## config.mk

```make
export PLATFORM = sky130hd
export DESIGN_NAME = way3_err_monitor
export DESIGN_NICKNAME = d
export VERILOG_FILES = /design/src/rtl/way3_err_monitor.sv
export SDC_FILE = /design/constraint.sdc
export NUM_CORES = 1
export LEC_CHECK = 0
export ABC_AREA = 1
export BUFFER_PORTS_ARGS = -buffer_cell sky130_fd_sc_hd__buf_2
export CAP_MARGIN = 20
export CORE_ASPECT_RATIO = 0.9
export CORE_UTILIZATION = 49
export CTS_CLUSTER_SIZE = 40
export DETAILED_ROUTE_END_ITERATION = 7
export HOLD_SLACK_MARGIN = 0.1
export PLACE_DENSITY = 0.73
export SLEW_MARGIN = 0
export SYNTH_ARGS = -nofsm -noshare
export SYNTH_HDL_FRONTEND = slang
export SYNTH_SLANG_ARGS = --single-unit
export TNS_END_PERCENT = 30
```

## constraint.sdc

```tcl
create_clock -name clk_i -period 3.4 [get_ports clk_i]
set_input_delay 0.34 -clock clk_i [delete_from_list [all_inputs] [get_ports clk_i]]
set_output_delay 0.34 -clock clk_i [all_outputs]
set_load 0.05 [all_outputs]
```

## src/rtl/way3_err_monitor.sv

```systemverilog
// way3_err_monitor: edge-detects voter error flags into saturating counters, sticky flags, irq and a scrub sequencer.
// Optional scrub-ack watchdog enabled by defining WAY3_ERR_MON_TIMEOUT_EN.
module way3_err_monitor #(
  parameter int unsigned N      = 4,
  parameter int unsigned CW     = 16,
  parameter int unsigned THRESH = 8,
  parameter int unsigned TO_CYC = 64,
  localparam int unsigned IW    = (N > 1) ? $clog2(N) : 1
) (
  input  logic          clk_i,
  input  logic          rst_i,
  input  logic [N-1:0]  err1_i,
  input  logic [N-1:0]  err2_i,
  input  logic          clear_i,
  output logic [CW-1:0] err1_cnt_o,
  output logic [CW-1:0] err2_cnt_o,
  output logic [N-1:0]  err1_sticky_o,
  output logic [N-1:0]  err2_sticky_o,
  output logic          irq_o,
  output logic          scrub_req_o,
  output logic [IW-1:0] scrub_id_o,
  input  logic          scrub_ack_i,
  output logic          timeout_o
);
  localparam int unsigned SW = CW + 6;
  typedef enum logic {IDLE, REQ} st_t;
  st_t           state_q, state_d;
  logic [N-1:0]  s1e1_q, s2e1_q, s1e2_q, s2e2_q;
  logic [N-1:0]  stk1_q, stk1_d, stk2_q, stk2_d, pend_q, pend_d;
  logic [CW-1:0] cnt1_q, cnt1_d, cnt2_q, cnt2_d;
  logic [IW-1:0] id_q, id_d;
  logic          irq_q, irq_d, rearm_q, rearm_d;
  logic [N-1:0]  ev1, ev2, id_mask, clr_mask;
  logic          ack_ok, to_hit;
  function automatic logic [CW-1:0] sat_add(input logic [CW-1:0] b, input logic [N-1:0] ev);
    logic [SW-1:0] s;
    s = SW'(b);
    for (int i = 0; i < N; i++) s = s + SW'(ev[i]);
    return (s > SW'({CW{1'b1}})) ? {CW{1'b1}} : s[CW-1:0];
  endfunction
  function automatic logic [IW-1:0] lowest(input logic [N-1:0] p);
    logic [IW-1:0] r;
    r = '0;
    for (int i = N - 1; i >= 0; i--) if (p[i]) r = IW'(i);
    return r;
  endfunction
  always_ff @(posedge clk_i) begin
    if (rst_i) begin
      s1e1_q  <= '0;
      s2e1_q  <= '0;
      s1e2_q  <= '0;
      s2e2_q  <= '0;
      cnt1_q  <= '0;
      cnt2_q  <= '0;
      stk1_q  <= '0;
      stk2_q  <= '0;
      pend_q  <= '0;
      irq_q   <= 1'b0;
      id_q    <= '0;
      rearm_q <= 1'b0;
      state_q <= IDLE;
    end else begin
      s1e1_q  <= err1_i;
      s2e1_q  <= s1e1_q;
      s1e2_q  <= err2_i;
      s2e2_q  <= s1e2_q;
      cnt1_q  <= cnt1_d;
      cnt2_q  <= cnt2_d;
      stk1_q  <= stk1_d;
      stk2_q  <= stk2_d;
      pend_q  <= pend_d;
      irq_q   <= irq_d;
      id_q    <= id_d;
      rearm_q <= rearm_d;
      state_q <= state_d;
    end
  end
  always_comb begin
    ev1      = s1e1_q & ~s2e1_q;
    ev2      = s1e2_q & ~s2e2_q;
    id_mask  = N'(1) << id_q;
    ack_ok   = (state_q == REQ) && scrub_ack_i;
    // an err1 event on the voter being scrubbed re-arms it so the ack does not retire it
    clr_mask = ((ack_ok && !rearm_q) || to_hit) ? id_mask : '0;
    pend_d   = ((pend_q & ~clr_mask) | ev1) & ~ev2;
    rearm_d  = (state_q == REQ) && !ack_ok && !to_hit && !(|(ev2 & id_mask)) && (rearm_q || |(ev1 & id_mask));
    cnt1_d   = sat_add(clear_i ? '0 : cnt1_q, ev1);
    cnt2_d   = sat_add(clear_i ? '0 : cnt2_q, ev2);
    stk1_d   = (clear_i ? '0 : stk1_q) | ev1;
    stk2_d   = (clear_i ? '0 : stk2_q) | ev2;
    irq_d    = !clear_i && ((32'(cnt1_q) >= THRESH) || (|stk2_q) || timeout_o);
    state_d  = (state_q == IDLE) ? ((|pend_q) ? REQ : IDLE) : ((ack_ok || to_hit) ? IDLE : REQ);
    id_d     = (state_q == IDLE && |pend_q) ? lowest(pend_q) : id_q;
  end
`ifdef WAY3_ERR_MON_TIMEOUT_EN
  localparam int unsigned TW = $clog2(TO_CYC + 1);
  logic [TW-1:0] wd_q;
  logic          to_q;
  always_ff @(posedge clk_i) begin
    if (rst_i) begin
      wd_q <= '0;
      to_q <= 1'b0;
    end else begin
      wd_q <= (state_q == REQ) ? wd_q + 1'b1 : '0;
      to_q <= to_hit || (to_q && !clear_i);
    end
  end
  assign to_hit    = (state_q == REQ) && !scrub_ack_i && (wd_q == TW'(TO_CYC - 1));
  assign timeout_o = to_q;
`else
  assign to_hit    = 1'b0 && (TO_CYC > 0);
  assign timeout_o = 1'b0;
`endif
  assign err1_cnt_o    = cnt1_q;
  assign err2_cnt_o    = cnt2_q;
  assign err1_sticky_o = stk1_q;
  assign err2_sticky_o = stk2_q;
  assign irq_o         = irq_q;
  assign scrub_req_o   = (state_q == REQ);
  assign scrub_id_o    = id_q;
endmodule

```

# [Word-level counts from Yosys, hierarchy flattened]
# Cells that the tools add are included.
[op_classes] n_addsub=8 magnitude_cmp=3 n_shift=1 n_mux=14 bitwise=14 n_reduce_logical=17
[op_table] op="16-bit two-way mux" count=4
[op_table] op="19-bit by 1-bit adder with 20-bit output" count=2
[op_table] op="20-bit by 16-bit greater-than comparator with 1-bit output (second input constant)" count=2
[op_table] op="18-bit by 1-bit adder with 19-bit output" count=2
[op_table] op="17-bit by 1-bit adder with 18-bit output" count=2
[op_table] op="16-bit by 1-bit adder with 17-bit output" count=2
[op_table] op="4-bit AND" count=6
[op_table] op="16-bit by 4-bit >= comparator with 1-bit output (second input constant)" count=1
[op_table] op="4-bit inverter" count=4
[op_table] op="4-bit OR reduction" count=4
[op_table] op="4-bit two-way mux" count=3
[op_table] op="4-bit bitwise OR" count=3
[op_table] op="2-bit two-way mux" count=4
[op_table] op="1-bit logical AND" count=7
[op_table] op="1-bit logical NOT" count=4
[op_table] op="1-bit by 2-bit << shifter with 4-bit output (first input constant)" count=1
[op_table] op="1-bit two-way mux" count=3
[op_table] op="1-bit logical OR" count=2
[op_table] op="1-bit inverter" count=1
[totals] reg_bits=65 inputBits=12 out_inout_bits=45

# [Longest topological paths before layout]
# Gate-level depths: netlist (run 1).
[depth] word_depth=8 depth_mapped=17 depth_no_buf=16

# [Least setup slack after synthesis (run 1)]
# OpenSTA, ideal clock, no wires.
[synth_timing] path_kind="in2reg" startpoint="input port clear_i" endpoint="register cnt2_q[11], in the netlist err2_cnt_o[11]" setup_time_ns=0.071 arrival_time_ns=2.920 t_required_ns=3.329 slack_ns=0.410 cell_stages=13 path_buffers=3 path_cell_list="inv_2 buf_6 buf_2 nand2_1 fa_1 fa_1 fa_1 inv_1 nand3_1 nor2_4 nand4_4 buf_6 a21oi_2"
[synth_via] elab_chain_len=7
[synth_lines] item="from (decl)" line="14" source="input logic clear_i,"
[synth_lines] item="16-bit two-way mux (*)" line="88" source="cnt2_d = sat_add(clear_i ? '0 : cnt2_q, ev2);"
[synth_lines] item="16-bit by 1-bit adder with 17-bit output (*)" line="38" source="for (int i = 0; i < N; i++) s = s + SW'(ev[i]);"
[synth_lines] item="17-bit by 1-bit adder with 18-bit output (*)" line="38"
[synth_lines] item="18-bit by 1-bit adder with 19-bit output (*)" line="38"
[synth_lines] item="19-bit by 1-bit adder with 20-bit output (*)" line="38"
[synth_lines] item="20-bit by 16-bit greater-than comparator with 1-bit output" line="39" source="return (s > SW'({CW{1'b1}})) ? {CW{1'b1}} : s[CW-1:0];"
[synth_lines] item="16-bit two-way mux (*)" line="39"
[synth_lines] item="to (signal assigned)" line="68" source="cnt2_q <= cnt2_d;"
[synth_lines] item="to (decl)" line="30" source="logic [CW-1:0] cnt1_q, cnt1_d, cnt2_q, cnt2_d;"
# Mark *: on every way between the ends. The rest lies on a longest branch, timed or not.
# A chain may end at the register's enable or synchronous reset.

# [Worst setup path in the final report (run 1)]
[layout_timing] startpoint="register s1e1_q[0]" endpoint="register cnt1_q[13], in the netlist err1_cnt_o[13]"
[layout_via] elab_chain_len=7
[layout_lines] item="from (decl)" line="28" source="logic [N-1:0] s1e1_q, s2e1_q, s1e2_q, s2e2_q;"
[layout_lines] item="from (signal assigned)" line="63" source="s1e1_q <= err1_i;"
[layout_lines] item="4-bit AND (*)" line="79" source="ev1 = s1e1_q & ~s2e1_q;"
[layout_lines] item="16-bit by 1-bit adder with 17-bit output (*)" line="38"
[layout_lines] item="17-bit by 1-bit adder with 18-bit output (*)" line="38"
[layout_lines] item="18-bit by 1-bit adder with 19-bit output (*)" line="38"
[layout_lines] item="19-bit by 1-bit adder with 20-bit output (*)" line="38"
[layout_lines] item="20-bit by 16-bit greater-than comparator with 1-bit output" line="39"
[layout_lines] item="16-bit two-way mux (*)" line="39"
[layout_lines] item="to (signal assigned)" line="67" source="cnt1_q <= cnt1_d;"
[layout_lines] item="to (decl)" line="30"
# Marks and branches as above.

==> results of run 1 <==
==> how the worst max path moves through the flow <==
| stage | slack (ns) | depth (start not counted) | end | start |
|---|---|---|---|---|
| finish | 0.33 | 15 | err1_cnt_o[13] | s1e1_q[0] |
| global route | 0.11 | 13 | err2_cnt_o[12] | s1e2_q[2] |
| CTS | 0.31 | 15 | err1_cnt_o[13] | s1e1_q[0] |
| detailed placement | 0.33 | 15 | err1_cnt_o[13] | s1e1_q[0] |
| global placement | 0.36 | 15 | err1_cnt_o[9] | s1e1_q[0] |
| floorplan | 0.41 | 13 | err2_cnt_o[11] | clear_i |
==> layer usage <==
layer / routed length, um / GRT usage / up-vias / part of all wire
li1: - / - / 1565 / -
met1: 3658 / 0.3021 / 1402 / 0.48
met2: 3358 / 0.3682 / 90 / 0.44
met3: 420 / 0.05183 / 17 / 0.055
met4: 168 / 0.1190 / 0 / 0.022
met5: 0 / 0 / - / 0
==> stage by stage <==
| step | util | setup WS [ns] |
|---|---|---|
| floorplan | - | 0.4096 |
| global route | 0.5943 | 0.1142 |
| CTS | 0.5943 | 0.3060 |
| finish | 0.5943 | 0.3284 |
| detailed placement | 0.5614 | 0.3328 |
| global placement | 0.5614 | 0.3641 |
==> placed cells by master (no fill, tap or decap), drive strengths merged <==
master    count
nand3        30
nand3b        3
buf          59
o22ai         1
nor2         90
xor2          9
nand2        93
o21ai        16
inv          83
ha            3
a31oi         1
o21a          1
a211oi        3
nor3          8
clkbuf       10
or2           2
fa            5
a21oi        26
a22o          1
dfxtp        65
clkinv        1
nand4         8
xnor2         3
bufinv        2
o31ai         1
conb          1
clkinvlp      1
o2111ai       1
nor4          2
nor2b         1
==> worst reg2reg max path: cells and delay by family, from the launching register on <==
kind,cells,cell delay (ns)
XOR/XNOR,1,0.19
adder cells (fa/ha/maj),3,1.10
buffers and inverters,5,0.47
flip-flops,1,0.31
AND/OR/NAND/NOR,6,0.95
==> layout make-up <==
cell class	instances	area share
Timing Repair Buffer	59	0.08076
Clock inverter	6	0.02289
Tap cell	90	0.02862
Multi-Input combinational cell	309	0.4273
Clock buffer	10	0.03243
Inverter	81	0.07727
Sequential cell	65	0.3307
==> power by group through the flow <==
stage	sequential, mW	combinational [mW]	clock, mW
4_1_cts	0.814	0.236	0.743
3_5_place_dp	0.831	0.234	0
3_3_place_gp	0.831	0.232	0
6_report	0.814	0.235	0.733
2_1_floorplan	0.896	0.115	0
5_1_grt	0.817	0.257	0.785
==> registers in the layout, indices dropped and copies added, names as in the netlist, 2 cells and up <==
register       count
s1e2_q             4
err1_sticky_o      4
s1e1_q             4
err1_cnt_o        16
err2_cnt_o        16
scrub_id_o         2
s2e2_q             4
pend_q             4
s2e1_q             4
err2_sticky_o      4
==> cells by family after synthesis <==
kind of cell	synth area share
flip-flops	0.3846
AND/OR/NAND/NOR	0.3192
buffers and inverters	0.1183
AO/OA/AOI/OAI	0.1050
XOR/XNOR	0.03107
other	0.001108
adder cells (fa/ha/maj)	0.04068
==> results.md, run 1 <==
- Status: finished clean
- Slew HR: 0.5888
- CP bufs+invs: 5
- WHS Path Cells: 3
- Initial DRC Count: 145
- Sw frac: 0.2847
- Post-Synthesis Cells: 471
- CP max FO: 10
- Max clock buf depth: 2
- Int Pwr: 1.274 mW
- Wire per inst: 12.27 um
- Ratio of cells with drive above 1 in the final layout: 0.2189
- Slew Limit Fails: 0
- Area of the multi-input gates: 1682 um^2
- Hold Slack: 0.1926 ns
- Top cells by area, synth: dfxtp_1, nand2_1, nor2_1, inv_1, a21oi_2
- Root cell of the clock tree: clkbuf_8
- Core area: 6621 um^2
- Final Cycle Share: 0.9034
- Clock Sinks: 65
- Most frequent cells after synthesis: nand2_1, nor2_1, inv_1
- Count leader, synth: nand2_1
- Largest net degree at the start of global routing: 36
- Fmax achieved: 325.6 MHz
- Area growth from synthesis to layout: 16.31%
- Asr flop ratio synth: 0
- Cell mode on critical path: inv_1
- Worst Hold End: s1e1_q[1]
- Setup violations, final: 0
- I/O pin cnt: 57
- Worst Skew: 0.007618 ns
- Worst R2R End: err1_cnt_o[13]
- Clock group share of total power: 0.411
- H-tree depth: 3
- CTS clk-pin slew, worst paths: 0.07 ns
- Initial Util: 0.5110
- Row count: 28
- FF+latch count, synth: 65
- WL final: 7.606 mm
- CTS tree: yes
- Number of hold buffers added after cts: 0
- Seq pwr share: 0.457
- R2R cell count: 15
- Crit Path Category: flop to flop
- Synth cell types: 39
- Cts bufs inserted: 9
- Main flop type after synthesis: dfxtp_1
- Leakage power: 1.783 nW
- Placement-stage cell area: 3717 um^2
- # nets final: 545
- Critical path arrival: 3.37 ns
- Placer's final routability congestion estimate: 0.8915
- Vias in the first global route: 2842
- Max-cap viol count: 0
- # diodes: 0
- Pwr dens: 452.7 nW/um^2
- Clk_lat worst skew: 0.35 ns
- Combinational Power Share: 0.132
- Die Ht: 80.83 um
- Min Tclk post-route: 3.072 ns
- Hold WC Path Type: primary input to flop
- Mapped Area: 3383 um^2
- Measured slew at the worst slew-check pin: 0.6145 ns
- Final Hold Viols: 0
- Antenna violations before repair: 0
- Crit-path cells: inv_1 > or2_2 > xor2_1 > ha_1 > inv_1 > fa_1 > fa_1 > inv_1 > nand3_2 > nor2_4 > nand4_2 > buf_12 > nand3_1 > nand2_1 > inv_1
- CTS resizes: 0
- Fin cells: 620
- Setup TNS: 0 ns
- Detailed Place HPWL: 5.519 mm
- Gr ovfl total: 0
- Gr usage total: 0.2346
- Slowest CP cell: fa_1
- R2r setup slk: 0.33 ns
- Crit-path leading delay family: adder cells
- Source of the worst hold timing path: err1_i[1]
- Synth top area share: 0.3846
- Post-synthesis sequential area ratio: 0.3846
- Vias per cell: 4.958
- Crit-path max cell delay: 0.42 ns
- Setup Fix Bufs, Post-CTS: 0
- Drt first pass iters: 4
- Peak VDD IR: 0.2348 mV
- FF/Latch Area: 1301 um^2
- Port Buffers: 55
- Psw: 507.0 uW
- RSZ-0062 raised after global routing: false
- Syn_area_per_cell: 7.183 um^2
- DRC viols: 0
- Post-synth top area cell: dfxtp_1
- Setup crit end kind: flop
- Required time worst endpoint: 3.70 ns
- EDFF count, synth: 0
- Syn_nets: 491
- Cell area after layout: 3935 um^2
- Yosys warns: 0
- Die Area: 7242 um^2
- Antenna Nets Post-Route: 0
- First-pass GRT wire length: 12.83 mm
- Critical path launch point type: flop
- Tot Pwr: 1.781 mW
- Filler Cell Count: 610
- Placed insts: 604
- Via count: 3074
- Die Span X: 89.59 um
- R2R Path Start: s1e1_q[0]
No activity file was read; power rests on OpenSTA's default activity.
==> run 2, diff against run 1 <==
- CORE_MARGIN: unset -> 2
==> results.md, run 2 (synthesis gave the netlist of run 1 again) <==
- CTS clk-pin slew, worst paths: 0.07 ns (about the same)
- Fin cells: 620 (unchanged)
- Vias per cell: 4.916 (was 4.958)
- Clock Sinks: 65 (unchanged)
- Die Span X: 91.59 um (was 89.59 um)
- Required time worst endpoint: 3.66 ns (was 3.70 ns)
- Clk_lat worst skew: 0.33 ns (was 0.35 ns)
- Via count: 3048 (was 3074)
- Placement-stage cell area: 3705 um^2 (was 3717 um^2)
- Slew HR: 0.5979 (was 0.5888)
- Area growth from synthesis to layout: 15.31% (was 16.31%)
- Cell area after layout: 3901 um^2 (was 3935 um^2)
- Critical path arrival: 3.37 ns (about the same)
- CP max FO: 8 (was 10)
- Placed insts: 604 (unchanged)
- Critical path launch point type: flop (unchanged)
- Commonest non-fill, non-tap cell in the layout: nand2_1 (unchanged)
- Slack of the critical path: 0.2873 ns (was 0.3284 ns)
- Antenna violations before repair: 0 (unchanged)
- Die Area: 7586 um^2 (was 7242 um^2)
- Row count: 28 (unchanged)
- Root cell of the clock tree: clkbuf_8 (unchanged)
- Antenna Nets Post-Route: 0 (unchanged)
- Number of hold buffers added after cts: 0 (unchanged)
- Gr usage total: 0.2158 (was 0.2346)
- RSZ-0062 raised after global routing: false (unchanged)
- Detailed Place HPWL: 5.749 mm (was 5.519 mm)
- Crit-path cells: inv_1 > or2_2 > xor2_1 > ha_1 > inv_1 > fa_1 > fa_1 > inv_1 > nand3_2 > nor2_4 > nand4_2 > buf_4 > a21oi_2 (was inv_1 > or2_2 > xor2_1 > ha_1 > inv_1 > fa_1 > fa_1 > inv_1 > nand3_2 > nor2_4 > nand4_2 > buf_12 > nand3_1 > nand2_1 > inv_1)
- CTS resizes: 0 (unchanged)
- Port Buffers: 55 (unchanged)
- Status: finished clean (unchanged)
- Wire per inst: 12.38 um (was 12.27 um)
- Core area: 6621 um^2 (unchanged)
- Hold WC Path Type: primary input to flop (unchanged)
- Slew Limit Fails: 0 (unchanged)
- Initial DRC Count: 170 (was 145)
- Setup violations, final: 0 (unchanged)
- Final Hold Viols: 0 (unchanged)
- Cell mode on critical path: inv_1 (unchanged)
- Cts bufs inserted: 9 (unchanged)
- Pwr dens: 435.8 nW/um^2 (was 452.7 nW/um^2)
- Crit-path max cell delay: 0.43 ns (was 0.42 ns)
- # nets final: 545 (unchanged)
- First-pass GRT wire length: 13.37 mm (was 12.83 mm)
- Gr ovfl total: 0 (unchanged)
- Fmax achieved: 321.3 MHz (was 325.6 MHz)
- Max-cap viol count: 0 (unchanged)
- Vias in the first global route: 2927 (was 2842)
- Measured slew at the worst slew-check pin: 0.6009 ns (was 0.6145 ns)
- CTS tree: yes (unchanged)
- Drt first pass iters: 4 (unchanged)
- I/O pin cnt: 57 (unchanged)
- Setup TNS: 0 ns (unchanged)
- WL final: 7.675 mm (was 7.606 mm)
- Leakage power: 1.764 nW (was 1.783 nW)
- Crit Path Category: flop to flop (unchanged)
- Placer's final routability congestion estimate: 0.9177 (was 0.8915)
- Setup crit end kind: flop (unchanged)
- Setup Fix Bufs, Post-CTS: 0 (unchanged)
- Largest net degree at the start of global routing: 31 (was 36)
- Min Tclk post-route: 3.113 ns (was 3.072 ns)
- # diodes: 0 (unchanged)
- Final Cycle Share: 0.9155 (was 0.9034)
- Setup WS pre-CTS: 0.2993 ns (was 0.3328 ns)
- Die Ht: 82.83 um (was 80.83 um)
- Initial Util: 0.5110 (unchanged)
- DRC viols: 0 (unchanged)
- H-tree depth: 3 (unchanged)
- Max clock buf depth: 2 (unchanged)
- Peak VDD IR: 0.3358 mV (was 0.2348 mV)
- Commonest non-fill, non-tap cells in the layout: nand2_1, nor2_1, inv_1, dfxtp_1, buf_2 (unchanged)
- Slowest CP cell: fa_1 (unchanged)
- Ratio of cells with drive above 1 in the final layout: 0.2189 (unchanged)
- Worst Skew: 0.007957 ns (was 0.007618 ns)
==> run 2: cell types whose count changed in the layout (fill, tap and decap cells not counted), sizes merged <==
cell,previous run,this run
inv,83,81
clkinvlp,1,2
clkbuf,10,11
bufinv,2,1
clkinv,1,2
==> run 2: per-stage QoR <==
| step | util | hold slack (ns) | total power [mW] |
|---|---|---|---|
| 6_report | 0.5892 | 0.2069 | 1.700 |
| 5_1_grt | 0.5892 | 0.1983 | 1.778 |
| 4_1_cts | 0.5892 | 0.1942 | 1.717 |
| 3_5_place_dp | 0.5595 | 0.4207 | 1.064 |
| 3_3_place_gp | 0.5595 | 0.4098 | 1.063 |
| 2_1_floorplan | - | 0.4018 | 1.011 |
==> run 2: path summary, 6_finish.rpt <==
kind	endpoint	slack [ns]	depth (start not counted)	from
worst max-delay path	err1_cnt_o[0]	0.29	13	s1e1_q[0]
worst min-delay path	s1e1_q[0]	0.21	3	err1_i[0]
worst max register to register	err1_cnt_o[0]	0.29	13	s1e1_q[0]
worst min register to register	s2e1_q[0]	0.43	2	s1e1_q[0]
==> run 2: layout make-up <==
cell class / count / area, um^2
clock buffer: 11 / 141.4
clock inverter: 5 / 55.05
fill: 618 / 2720
inverter: 81 / 304.0
multi-input combinational: 309 / 1682
sequential: 65 / 1301
tap: 90 / 112.6
timing repair buffer: 59 / 305.3
==> run 2: critical path, delay by kind of cell, from the launching register on <==
kind / cells / cell delay (ns)
adders and majority gates: 3 / 1.12
and+or+nand+nor: 4 / 0.87
buffers and inverters: 4 / 0.44
DFF: 1 / 0.31
xor gates and xnor gates: 1 / 0.18
AOI/OAI and AO/OA: 1 / 0.13
==> run 2: routing by layer <==
layer / wire [um] / share of wire / global-route usage
met3: 433 / 0.056 / 0.05626
met1: 3640 / 0.47 / 0.2791
met4: 129 / 0.017 / 0.08127
met5: 0 / 0 / 0
met2: 3473 / 0.45 / 0.3456
==> run 2: where the power goes <==
group	internal, mW	leakage, nW	switching (mW)
registers	0.793	0.531	0.0206
clock network	0.356	0.0953	0.296
logic	0.0642	1.14	0.170
==> run 3, diff against run 2 <==
- CORE_ASPECT_RATIO: 0.9 -> 1.75
==> results.md, run 3 (synthesis gave the netlist of run 1 again) <==
- Status: finished clean (unchanged)
- H-tree depth: 3 (unchanged)
- Measured slew at the worst slew-check pin: 0.5388 ns (was 0.6009 ns)
- Setup crit end: err2_cnt_o[9] (was err1_cnt_o[0])
- Detailed Place HPWL: 5.922 mm (was 5.749 mm)
- Worst Skew: 0.007228 ns (was 0.007957 ns)
- Crit-path max cell delay: 0.50 ns (was 0.43 ns)
- CTS clk-pin slew, worst paths: 0.05 ns (was 0.07 ns)
- Setup violations, final: 0 (unchanged)
- Crit-path cells: inv_1 > nor2_1 > inv_1 > fa_1 > fa_1 > fa_1 > inv_1 > nand3_1 > nor2_4 > nand4_4 > nand3_1 > nand2_1 > inv_1 (was inv_1 > or2_2 > xor2_1 > ha_1 > inv_1 > fa_1 > fa_1 > inv_1 > nand3_2 > nor2_4 > nand4_2 > buf_4 > a21oi_2)
- Critical path arrival: 3.30 ns (was 3.37 ns)
- Cts bufs inserted: 9 (unchanged)
- Worst R2R End: err2_cnt_o[9] (was err1_cnt_o[0])
- Setup TNS: 0 ns (unchanged)
- Max clock buf depth: 2 (unchanged)
- Wire per inst: 12.97 um (was 12.38 um)
- Vias per cell: 5.106 (was 4.916)
- WL final: 7.992 mm (was 7.675 mm)
- Largest net degree at the start of global routing: 39 (was 31)
- CTS tree: yes (unchanged)
- Final Util: 0.5900 (was 0.5892)
- Setup WS pre-CTS: 0.3741 ns (was 0.2993 ns)
- Gr usage total: 0.2295 (was 0.2158)
- Peak VDD IR: 0.3630 mV (was 0.3358 mV)
- Max-cap viol count: 0 (unchanged)
- Slowest CP cell: fa_1 (unchanged)
- Tot Pwr: 1.894 mW (was 1.700 mW)
- Antenna Nets Post-Route: 0 (unchanged)
- Slew Limit Fails: 0 (unchanged)
- Clock Sinks: 65 (unchanged)
- Core area: 6756 um^2 (was 6621 um^2)
- Die Span X: 66.82 um (was 91.59 um)
- Slack of the critical path: 0.3758 ns (was 0.2873 ns)
- Cell area after layout: 3986 um^2 (was 3901 um^2)
- Fmax achieved: 330.7 MHz (was 321.3 MHz)
- Area growth from synthesis to layout: 17.83% (was 15.31%)
- # nets final: 547 (was 545)
- Placement-stage cell area: 3712 um^2 (was 3705 um^2)
- R2R Path Start: s1e2_q[2] (was s1e1_q[0])
- Vias in the first global route: 3003 (was 2927)
- Critical path launch point type: flop (unchanged)
- Antenna violations before repair: 0 (unchanged)
- Required time worst endpoint: 3.67 ns (was 3.66 ns)
- Setup crit end kind: flop (unchanged)
- Cell mode on critical path: inv_1 (unchanged)
- DRC viols: 0 (unchanged)
- Pwr dens: 475.1 nW/um^2 (was 435.8 nW/um^2)
- CTS resizes: 0 (unchanged)
- Min Tclk post-route: 3.024 ns (was 3.113 ns)
- Ratio of cells with drive above 1 in the final layout: 0.2218 (was 0.2189)
- Hold Slack: 0.2054 ns (was 0.2069 ns)
- Gr ovfl total: 0 (unchanged)
- Die Ht: 113.9 um (was 82.83 um)
- Leakage power: 1.813 nW (was 1.764 nW)
- Fin cells: 616 (was 620)
- Placed insts: 600 (was 604)
- # diodes: 0 (unchanged)
- Via count: 3145 (was 3048)
- Setup Fix Bufs, Post-CTS: 0 (unchanged)
- Slew HR: 0.6395 (was 0.5979)
- Port Buffers: 55 (unchanged)
- R2r setup slk: 0.38 ns (was 0.29 ns)
- I/O pin cnt: 57 (unchanged)
- CP max FO: 15 (was 8)
- Final Hold Viols: 0 (unchanged)
- Row count: 40 (was 28)
- Commonest non-fill, non-tap cell in the layout: nand2_1 (unchanged)
- Commonest non-fill, non-tap cells in the layout: nand2_1, nor2_1, inv_1, dfxtp_1, buf_2 (unchanged)
- Placer's final routability congestion estimate: 0.8928 (was 0.9177)
- First-pass GRT wire length: 13.25 mm (was 13.37 mm)
- Number of hold buffers added after cts: 0 (unchanged)
- Worst Setup SP: s1e2_q[2] (was s1e1_q[0])
- Final Cycle Share: 0.8895 (was 0.9155)
- Die Area: 7612 um^2 (was 7586 um^2)
- Root cell of the clock tree: clkbuf_16 (was clkbuf_8)
- Initial DRC Count: 219 (was 170)
- Hold WC Path Type: primary input to flop (unchanged)
- Clk_lat worst skew: 0.33 ns (about the same)
- RSZ-0062 raised after global routing: false (unchanged)
- Crit Path Category: flop to flop (unchanged)
- R2R cell count: 13 (unchanged)
- Initial Util: 0.5007 (was 0.5110)
- Drt first pass iters: 4 (unchanged)
## run 3: where the power goes
part,switching [mW],leakage [nW],total (mW),internal (mW)
registers,0.0210,0.531,0.816,0.795
clock network,0.332,0.135,0.842,0.510
logic,0.172,1.15,0.236,0.0646
## run 3: layer usage
metal | global-route usage | vias to the layer above | part of all wire
met3 | 0.03846 | 27 | 0.033
li1 | - | 1569 | -
met5 | 0 | - | 0
met2 | 0.3960 | 82 | 0.54
met4 | 0.1483 | 0 | 0.041
met1 | 0.2516 | 1467 | 0.38
## run 3: final cells by class
cell class / count / area [um^2]
inverter: 81 / 304.0
sequential: 65 / 1301
clock inverter: 5 / 31.28
clock buffer: 11 / 242.7
multi-input combinational: 309 / 1682
timing repair buffer: 61 / 320.3
tap: 84 / 105.1
fill: 661 / 2770
## run 3: critical path, delay by kind of cell, from the launching register on
kind / cells / cell delay [ns]
simple gates: 6 / 0.99
flops: 1 / 0.30
buf+inv: 4 / 0.27
fa+ha+maj: 3 / 1.40
## run 3: worst min path at each step
stage | start | endpoint | slack [ns] | cells after the start
4_1_cts | err2_i[0] | s1e2_q[0] | 0.20 | 3
3_5_place_dp | s1e1_q[0] | s2e1_q[0] | 0.41 | 2
2_1_floorplan | s1e1_q[0] | s2e1_q[0] | 0.40 | 2
3_3_place_gp | s1e1_q[0] | s2e1_q[0] | 0.41 | 2
5_1_grt | err2_i[0] | s1e2_q[0] | 0.22 | 3
6_report | err2_i[0] | s1e2_q[0] | 0.21 | 3
